### src/rtl/lzc_index_decoder_if.sv
// Handshake bundle between the LZC encoder side and the index decoder.
// Producer drives the in_* request and out_ready; the decoder drives the rest.
// Optional parity signals appear only when LZC_DEC_PARITY_EN is defined.
interface lzc_index_decoder_if #(
  parameter int unsigned W  = 32,
  parameter int unsigned IW = $clog2(W)
);
  logic          in_valid;
  logic          in_ready;
  logic [IW-1:0] in_index;
  logic          in_zero;
  logic          in_therm;
  logic          out_valid;
  logic          out_ready;
  logic [W-1:0]  out_word;
  logic          out_zero;
  logic          busy;
`ifdef LZC_DEC_PARITY_EN
  logic          in_par;
  logic          out_par;
  logic          out_err;

  modport master (
    output in_valid, in_index, in_zero, in_therm, in_par, out_ready,
    input  in_ready, out_valid, out_word, out_zero, busy, out_par, out_err
  );

  modport slave (
    input  in_valid, in_index, in_zero, in_therm, in_par, out_ready,
    output in_ready, out_valid, out_word, out_zero, busy, out_par, out_err
  );
`else
  modport master (
    output in_valid, in_index, in_zero, in_therm, out_ready,
    input  in_ready, out_valid, out_word, out_zero, busy
  );

  modport slave (
    input  in_valid, in_index, in_zero, in_therm, out_ready,
    output in_ready, out_valid, out_word, out_zero, busy
  );
`endif
endinterface

### src/rtl/lzc_index_decoder.sv
// lzc_index_decoder: rebuilds a one-hot or thermometer word from a
// first-set-bit index (bit 0 = highest priority), behind a 2-entry skid FIFO.
// Optional macro LZC_DEC_PARITY_EN adds per-entry parity and parity-error.
module lzc_index_decoder #(
  parameter  int unsigned W  = 32,
  localparam int unsigned IW = $clog2(W)
) (
  input logic                  clk,
  input logic                  rst,
  lzc_index_decoder_if.slave   bus
);

  localparam int unsigned DEPTH = 2;

  typedef struct packed {
    logic [W-1:0] word;
    logic         zero;
`ifdef LZC_DEC_PARITY_EN
    logic         par;
    logic         err;
`endif
  } entry_t;

  // Occupancy doubles as the FIFO count.
  typedef enum logic [1:0] {
    EMPTY = 2'd0,
    ONE   = 2'd1,
    FULL  = 2'd2
  } state_t;

  state_t r_state;
  state_t w_state_nxt;
  entry_t r_mem [DEPTH];
  logic   r_head;
  logic   r_tail;
  logic   r_in_ready;
  logic   r_out_valid;
  logic   r_busy;
  entry_t w_dec;
  logic   w_push;
  logic   w_pop;

  assign w_push = bus.in_valid & r_in_ready;
  assign w_pop  = r_out_valid & bus.out_ready;

  // Decode the incoming index into the entry that will be stored.
  always_comb begin
    w_dec = '0;
    for (int k = 0; k < int'(W); k++) begin
      if (!bus.in_zero) begin
        if (bus.in_therm) w_dec.word[k] = (IW'(k) >= bus.in_index);
        else              w_dec.word[k] = (IW'(k) == bus.in_index);
      end
    end
    w_dec.zero = bus.in_zero;
`ifdef LZC_DEC_PARITY_EN
    w_dec.par = ^w_dec.word;
    w_dec.err = w_dec.par ^ bus.in_par;
`endif
  end

  // Next occupancy from push/pop; FULL never accepts so push is 0 there.
  always_comb begin
    w_state_nxt = r_state;
    case (r_state)
      EMPTY: if (w_push) w_state_nxt = ONE;
      ONE: begin
        if (w_push && !w_pop)      w_state_nxt = FULL;
        else if (w_pop && !w_push) w_state_nxt = EMPTY;
      end
      FULL:    if (w_pop) w_state_nxt = ONE;
      default: w_state_nxt = EMPTY;
    endcase
  end

  // State, pointers, storage and registered status flags.
  always_ff @(posedge clk or posedge rst) begin
    if (rst) begin
      r_state     <= EMPTY;
      r_head      <= 1'b0;
      r_tail      <= 1'b0;
      r_in_ready  <= 1'b1;
      r_out_valid <= 1'b0;
      r_busy      <= 1'b0;
      for (int unsigned i = 0; i < DEPTH; i++) r_mem[i] <= '0;
    end else begin
      r_state     <= w_state_nxt;
      r_in_ready  <= (w_state_nxt != FULL);
      r_out_valid <= (w_state_nxt != EMPTY);
      r_busy      <= (w_state_nxt != EMPTY);
      if (w_push) begin
        r_mem[r_tail] <= w_dec;
        r_tail        <= ~r_tail;
      end
      if (w_pop) r_head <= ~r_head;
    end
  end

  assign bus.in_ready  = r_in_ready;
  assign bus.out_valid = r_out_valid;
  assign bus.busy      = r_busy;
  assign bus.out_word  = r_mem[r_head].word;
  assign bus.out_zero  = r_mem[r_head].zero;
`ifdef LZC_DEC_PARITY_EN
  assign bus.out_par   = r_mem[r_head].par;
  assign bus.out_err   = r_mem[r_head].err;
`endif

endmodule

### src/flat_wrapper.sv
// flat-port wrapper written by rule: the top's interface ports become plain ports
module lzc_index_decoder_flat 
#(
  parameter  int unsigned W  = 32,
  localparam int unsigned IW = $clog2(W)
)
  (clk, rst, bus_in_valid, bus_in_index, bus_in_zero, bus_in_therm, bus_out_ready, bus_in_ready, bus_out_valid, bus_out_word, bus_out_zero, bus_busy);
  lzc_index_decoder_if #(.W(W)) bus_i ();
  input logic clk;
  input logic rst;
  input wire logic [$bits(bus_i.in_valid)-1:0] bus_in_valid;
  input wire logic [$bits(bus_i.in_index)-1:0] bus_in_index;
  input wire logic [$bits(bus_i.in_zero)-1:0] bus_in_zero;
  input wire logic [$bits(bus_i.in_therm)-1:0] bus_in_therm;
  input wire logic [$bits(bus_i.out_ready)-1:0] bus_out_ready;
  output wire logic [$bits(bus_i.in_ready)-1:0] bus_in_ready;
  output wire logic [$bits(bus_i.out_valid)-1:0] bus_out_valid;
  output wire logic [$bits(bus_i.out_word)-1:0] bus_out_word;
  output wire logic [$bits(bus_i.out_zero)-1:0] bus_out_zero;
  output wire logic [$bits(bus_i.busy)-1:0] bus_busy;
  assign bus_i.in_valid = bus_in_valid;
  assign bus_i.in_index = bus_in_index;
  assign bus_i.in_zero = bus_in_zero;
  assign bus_i.in_therm = bus_in_therm;
  assign bus_i.out_ready = bus_out_ready;
  assign bus_in_ready = bus_i.in_ready;
  assign bus_out_valid = bus_i.out_valid;
  assign bus_out_word = bus_i.out_word;
  assign bus_out_zero = bus_i.out_zero;
  assign bus_busy = bus_i.busy;
  lzc_index_decoder #(.W(W)) u_core (.clk(clk), .rst(rst), .bus(bus_i));
endmodule
### config.mk
export PLATFORM = sky130hd
export DESIGN_NAME = lzc_index_decoder_flat
export DESIGN_NICKNAME = d
export VERILOG_FILES = /design/src/rtl/lzc_index_decoder_if.sv /design/src/rtl/lzc_index_decoder.sv /design/src/flat_wrapper.sv
export SDC_FILE = /design/constraint.sdc
export NUM_CORES = 1
export LEC_CHECK = 0
export CAP_MARGIN = 25
export CORE_ASPECT_RATIO = 1.5
export CORE_UTILIZATION = 40
export CTS_BUF_LIST = sky130_fd_sc_hd__clkbuf_8
export CTS_CLUSTER_SIZE = 25
export DETAILED_ROUTE_END_ITERATION = 6
export RECOVER_POWER = 100
export SKIP_LAST_GASP = 1
export SLEW_MARGIN = 10
export SYNTH_ARGS = -nofsm -noshare
export SYNTH_HDL_FRONTEND = slang
export SYNTH_SLANG_ARGS = --single-unit
### constraint.sdc
create_clock -name clk -period 2.35 [get_ports clk]
set_input_delay 0.235 -clock clk [delete_from_list [all_inputs] [get_ports clk]]
set_output_delay 0.235 -clock clk [all_outputs]
set_load 0.02 [all_outputs]
==> impl_metrics.env, run 1 <==
export IMPL_syn_area_um2=3580
export IMPL_fin_nets=426
export IMPL_drcViolationCount=0
export IMPL_numCtsBuffers=9
export IMPL_cts_root_buf="clkbuf_8"
export IMPL_drive_gt1_share_pct=18.6
export IMPL_ctsHoldBuffers=0
export IMPL_dpl_hpwl_um=5690
export IMPL_ys_warn_count=0
export IMPL_ir_worst_vdd_mv=0.685
export IMPL_rr_worst_depth=4
export IMPL_critical_path_arrival_ns=1.93
export IMPL_coreArea_um2=8570
export IMPL_worst_pin_slew_ns=1.72
export IMPL_yosys_register_bits=72
export IMPL_cts_htree_levels=3
export IMPL_hold_path_class="register to register"
export IMPL_crit_end="bus_out_word[13]"
export IMPL_yosysTopAreaCellShare_pct=49.6
export IMPL_yosysSeqAreaShare_pct=50.3
export IMPL_wl_um=8060
export IMPL_clk_pin_slew_ns=0.08
export IMPL_crit_start="u_core.r_head"
export IMPL_yosysMostFrequentCell="nand2_1"
export IMPL_clkSinkCount=72
export IMPL_n_antenna_cell=0
export IMPL_drv_cap=1
export IMPL_overflow=0
export IMPL_period_share_pct=92.2
export IMPL_viasPerCell=5.23
export IMPL_syn_to_final_growth_pct=20.5
export IMPL_r2r_start="u_core.bus.in_ready"
export IMPL_yosys_most_used_dff="dfrtp_1"
export IMPL_first_iter_violations=152
export IMPL_utilization_pct=50.4
export IMPL_hold_viol=0
export IMPL_grt_max_degree=73
export IMPL_max_freq_ghz=0.461
export IMPL_cp_cell_sequence="clkbuf_4 > mux2_2 > clkdlybuf4s50_1"
export IMPL_worstPathRequired_ns=2.12
export IMPL_skew_ns=0.00948
export IMPL_cts_tree="done"
export IMPL_antenna_left=0
export IMPL_synthTopCellsByCount="nand2_1 (79), dfrtp_1 (71), o21ai_1 (40)"
export IMPL_grt_first_pass_wirelength_um=13500
export IMPL_rows=41
export IMPL_synth_edf_count=0
export IMPL_grt_pass1_vias=2700
export IMPL_power_w=0.00505
export IMPL_critPathMaxFanout=17
export IMPL_die_w_um=79.3
export IMPL_synth_area_leaders="dfrtp_1 (50%), mux2_2 (12%), nand2_1 (8.3%), o21ai_1 (5.6%), buf_2 (2.1%)"
export IMPL_status="complete, but fails checks"
export IMPL_power_density_nw_per_um2=1170
export IMPL_first_pass_iters=4
export IMPL_insertion_delay_ns=0.36
export IMPL_die_area_um2=9350
export IMPL_synth_area_leader_cell="dfrtp_1"
export IMPL_io_pins=47
export IMPL_vias=2758
export IMPL_rsz0062_at_grt="no"
export IMPL_syn_nets=383
export IMPL_leakage_nw=1.90
export IMPL_antenna_found_initial=0
export IMPL_postCtsSetupBuffers=0
export IMPL_critPathKind="register to output pin"
export IMPL_slowest_delay_ns=0.54
export IMPL_globalplace_congestion=0.848
export IMPL_wl_per_cell_um=15.3
export IMPL_slowest_stage="clkdlybuf4s50_1"
export IMPL_start_util_pct=41.8
export IMPL_nFillCells=828
export IMPL_slew_limit_headroom_pct=-15.0
export IMPL_finalMaxSlewViolations=73
export IMPL_track_usage_pct=19.0
export IMPL_cp_start_kind="register"
export IMPL_netlist_instances=372
export IMPL_postSynth_asyncResetShare_pct=100
export IMPL_holdPathStages=2
export IMPL_clock_path_buffers=2
export IMPL_tns_ns=0
export IMPL_r2r_slack_ns=0.40
export IMPL_ys_types=49
export IMPL_die_h_um=118
export IMPL_critPathCaptureType="output pin"
export IMPL_postSynthAreaPerCell_um2=9.64
export IMPL_postCtsResizedCells=0
export IMPL_violations="max-capacitance violations, max-slew violations"
export IMPL_reg2reg_to="u_core.r_mem[16]"
export IMPL_port_buffer_count=46
export IMPL_min_period_ns=2.17
export IMPL_finalSetupViolations=0
area by class of cell:
| cell class | instances | area (µm²) | share of cell area (%) |
|---|---|---|---|
| Inverter | 4 | 15.0 | 0.348 |
| Tap cell | 107 | 134 | 3.10 |
| Timing Repair Buffer | 60 | 552 | 12.8 |
| Multi-Input combinational cell | 268 | 1620 | 37.5 |
| Clock buffer | 10 | 138 | 3.19 |
| Sequential cell | 72 | 1800 | 41.8 |
| Clock inverter | 6 | 58.8 | 1.36 |
metrics by stage:
stage	hold WS, ns	area [µm²]	worst slack [ns]	cells
after global routing	0.499	4320	0.101	527
after detailed placement	0.464	4170	0.296	511
after floorplan	0.410	3580	0.292	372
final	0.474	4320	0.183	527
after global placement	0.452	4170	0.306	511
after CTS	0.288	4370	0.165	527
power breakdown:
part	leakage, nW	total, W	switching [W]	internal (W)
sequential	0.953	0.00189	0.000219	0.00167
combinational	0.839	0.00219	0.00116	0.00103
clock	0.106	0.000968	0.000455	0.000513
cell usage in the layout, fill, tap and decap left out, types with 4 or more instances in the layout:
cell	instances
a21o_1	4
a21oi_1	13
a31oi_1	5
buf_4	8
clkbuf_2	4
clkbuf_8	10
clkdlybuf4s50_1	41
clkinv_2	4
dfrtp_1	71
dlygate4sd3_1	5
mux2_2	39
nand2_1	80
nand2b_1	4
nor2_1	19
o21ai_0	54
worst min path at each step:
| stage | start | to | slack [ns] |
|---|---|---|---|
| 2_1_floorplan | bus_out_ready | u_core.bus.in_ready | 0.41 |
| 3_3_place_gp | u_core.r_mem[0] | u_core.r_mem[0] | 0.45 |
| 3_5_place_dp | u_core.r_mem[2] | u_core.r_mem[2] | 0.46 |
| 4_1_cts | rst | u_core.r_mem[14] | 0.29 |
| 5_1_grt | u_core.r_mem[63] | u_core.r_mem[63] | 0.50 |
| 6_report | u_core.r_mem[10] | u_core.r_mem[10] | 0.47 |
layer usage:
layer	up-vias	routed length (µm)	global-route usage, %
met5	-	0	0
met4	0	193	8.30
met3	17	316	5.04
met2	56	4100	30.9
met1	1315	3440	23.4
li1	1370	-	-
flip-flops by register name, indices dropped and copies added, names as in the netlist:
name / cells
u_core.bus.in_ready: 1
u_core.bus.out_valid: 1
u_core.r_head: 1
u_core.r_mem: 66
u_core.r_state: 2
u_core.r_tail: 1
critical path: cells and delay by family (launching register included):
kind / cells / cell delay [ns]
buffers and inverters: 2 / 0.84
flip-flops: 1 / 0.34
multiplexers: 1 / 0.39
kinds of logic after synthesis:
| family | after synthesis | share of synthesized area (%) |
|---|---|---|
| compound gates | 92 | 15.0 |
| xor+xnor | 1 | 0.244 |
| buf+inv | 32 | 4.40 |
| flops | 72 | 50.3 |
| mux | 42 | 13.1 |
| simple gates | 133 | 16.9 |
Power figures use the tool's default switching activity.
==> run 2, diff against run 1 <==
Clock period 2.35 ns to 1.9 ns, I/O delays scaled along.
==> run 2 against run 1 <==
The run now ends clean; die area did not move; first-iteration DRC count did not move; clock skew barely moved; critical path type unchanged; largest power group unchanged.
==> impl_metrics.env, run 2 (same netlist as run 1, synthesis figures left out) <==
export IMPL_top_regs="u_core.r_mem x66, u_core.r_state x2"
export IMPL_slew_limit_headroom_pct=35.8
export IMPL_critical_path_arrival_ns=1.63
export IMPL_n_antenna_cell=0
export IMPL_first_pass_iters=4
export IMPL_hold_path_class="register to register"
export IMPL_first_iter_violations=152
export IMPL_dpl_hpwl_um=6060
export IMPL_worstPathRequired_ns=1.71
export IMPL_wl_per_cell_um=15.9
export IMPL_io_pins=47
export IMPL_r2r_start="u_core.bus.in_ready"
export IMPL_numCtsBuffers=9
export IMPL_track_usage_pct=19.8
export IMPL_slowest_stage="dfrtp_2"
export IMPL_postCtsSetupBuffers=0
export IMPL_syn_to_final_growth_pct=22.6
export IMPL_fin_nets=434
export IMPL_cts_htree_levels=3
export IMPL_finalSetupViolations=0
export IMPL_grt_pass1_vias=2809
export IMPL_rows=41
export IMPL_critPathCaptureType="output pin"
export IMPL_utilization_pct=51.3
export IMPL_antenna_found_initial=0
export IMPL_port_buffer_count=46
export IMPL_overflow=0
export IMPL_cp_cell_sequence="buf_12 > mux2_1 > dlygate4sd2_1"
export IMPL_r2r_slack_ns=0.16
export IMPL_viasPerCell=5.38
export IMPL_post_dp_cell_area_um2=4300
export IMPL_cp_start_kind="register"
export IMPL_worst_pin_slew_ns=0.964
export IMPL_final_cell_mix="nand2_1 (79), dfrtp_1 (70), o21ai_0 (47)"
export IMPL_grt_first_pass_wirelength_um=13900
export IMPL_cts_tree="done"
export IMPL_status="completed"
export IMPL_coreArea_um2=8570
export IMPL_rsz0062_at_grt="no"
export IMPL_crit_start="u_core.r_head"
export IMPL_antenna_left=0
export IMPL_skew_ns=0.00983
export IMPL_clk_pin_slew_ns=0.07
export IMPL_drv_cap=0
export IMPL_critPathKind="register to output pin"
export IMPL_rr_worst_depth=5
export IMPL_layout_commonest_cell="nand2_1"
export IMPL_min_period_ns=1.82
export IMPL_start_util_pct=41.8
export IMPL_max_freq_ghz=0.551
export IMPL_finalMaxSlewViolations=0
export IMPL_vias=2873
export IMPL_die_h_um=118
export IMPL_ctsHoldBuffers=0
export IMPL_clock_path_buffers=2
export IMPL_period_share_pct=95.5
export IMPL_power_density_nw_per_um2=1380
export IMPL_drcViolationCount=0
export IMPL_crit_end="bus_out_word[14]"
export IMPL_largest_register_ffs=66
export IMPL_slowest_delay_ns=0.44
export IMPL_leakage_nw=2.08
export IMPL_die_area_um2=9350
export IMPL_hold_viol=0
export IMPL_clkSinkCount=72
export IMPL_nFillCells=805
export IMPL_wl_um=8490
export IMPL_globalplace_congestion=0.876
export IMPL_cts_root_buf="clkbuf_8"
export IMPL_grt_max_degree=73
export IMPL_critPathMaxFanout=18
export IMPL_final_area_um2=4390
export IMPL_timing_hold_ws_ns=0.477
export IMPL_ir_worst_vdd_mv=0.754
export IMPL_die_w_um=79.3
export IMPL_tns_ns=0
export IMPL_regMostFlops="u_core.r_mem"
export IMPL_drive_gt1_share_pct=19.7
export IMPL_insertion_delay_ns=0.36
export IMPL_reg2reg_to="u_core.r_mem[59]"
==> run 2: changes by cell type in the layout (fill, tap and decap cells not counted), sizes merged <==
cell / change
clkinvlp: +1
bufinv: -1
buf: +9
clkdlybuf4s50: -33
clkinv: -2
dlygate4sd2: +33
==> run 2: worst max-delay path: cells and delay by family (launching register included) <==
kind | cells | cell delay (ns)
buffers and inverters | 2 | 0.50
muxes | 1 | 0.34
DFF | 1 | 0.44
==> run 2: per-layer routing <==
metal	wire [µm]	GRT usage (%)	vias up	part of all wire (%)
met5	0	0	-	0
met4	221	9.20	0	2.6
met3	295	5.43	15	3.5
met2	4390	33.2	65	52
met1	3590	22.9	1408	42
li1	-	-	1385	-
==> run 2: worst min-delay path by stage <==
stage / endpoint / from / cells past startpoint / slack, ns
final: u_core.r_mem[7] / u_core.r_mem[7] / 2 / 0.48
after floorplan: u_core.bus.out_valid / rst / 1 / 0.37
after CTS: u_core.r_mem[35] / rst / 3 / 0.29
after detailed placement: u_core.r_mem[16] / u_core.r_mem[16] / 2 / 0.47
after global routing: u_core.bus.in_ready / bus_out_ready / 3 / 0.50
after global placement: u_core.r_mem[25] / u_core.r_mem[25] / 2 / 0.46
==> run 2: repair_timing <==
item | 4_1_cts | 5_1_grt
pin swaps | 0 | 0
hold endpoints to repair | 0 | 0
endpoints found under the setup margin | 33 | 15
gates resized for setup | 33 | 1
==> run 2: layout make-up <==
type                    count  area [µm²]  share of cell area [%]
clock buffers              11         151                    3.45
clock inverters             4        20.0                   0.456
inverters                   4        18.8                   0.427
multi-input cells         268        1620                    36.8
flip-flops and latches     72        1800                    41.1
well taps                 107         134                    3.05
repair buffers             68         647                    14.7
==> run 2: through the flow <==
stage                     std cells  worst slack, ns  total power (W)
after global placement          519           0.0743          0.00530
after detailed placement        519           0.0150          0.00534
after CTS                       534           0.0128          0.00620
final                           534           0.0847          0.00605
after floorplan                 372            0.404          0.00415
after global routing            534           0.0218          0.00646
==> run 2: power breakdown <==
part / switching, W / leakage (nW) / total [W] / internal [W]
logic: 0.00145 / 1.03 / 0.00262 / 0.00117
registers: 0.000287 / 0.952 / 0.00236 / 0.00207
clock network: 0.000547 / 0.0947 / 0.00107 / 0.000528
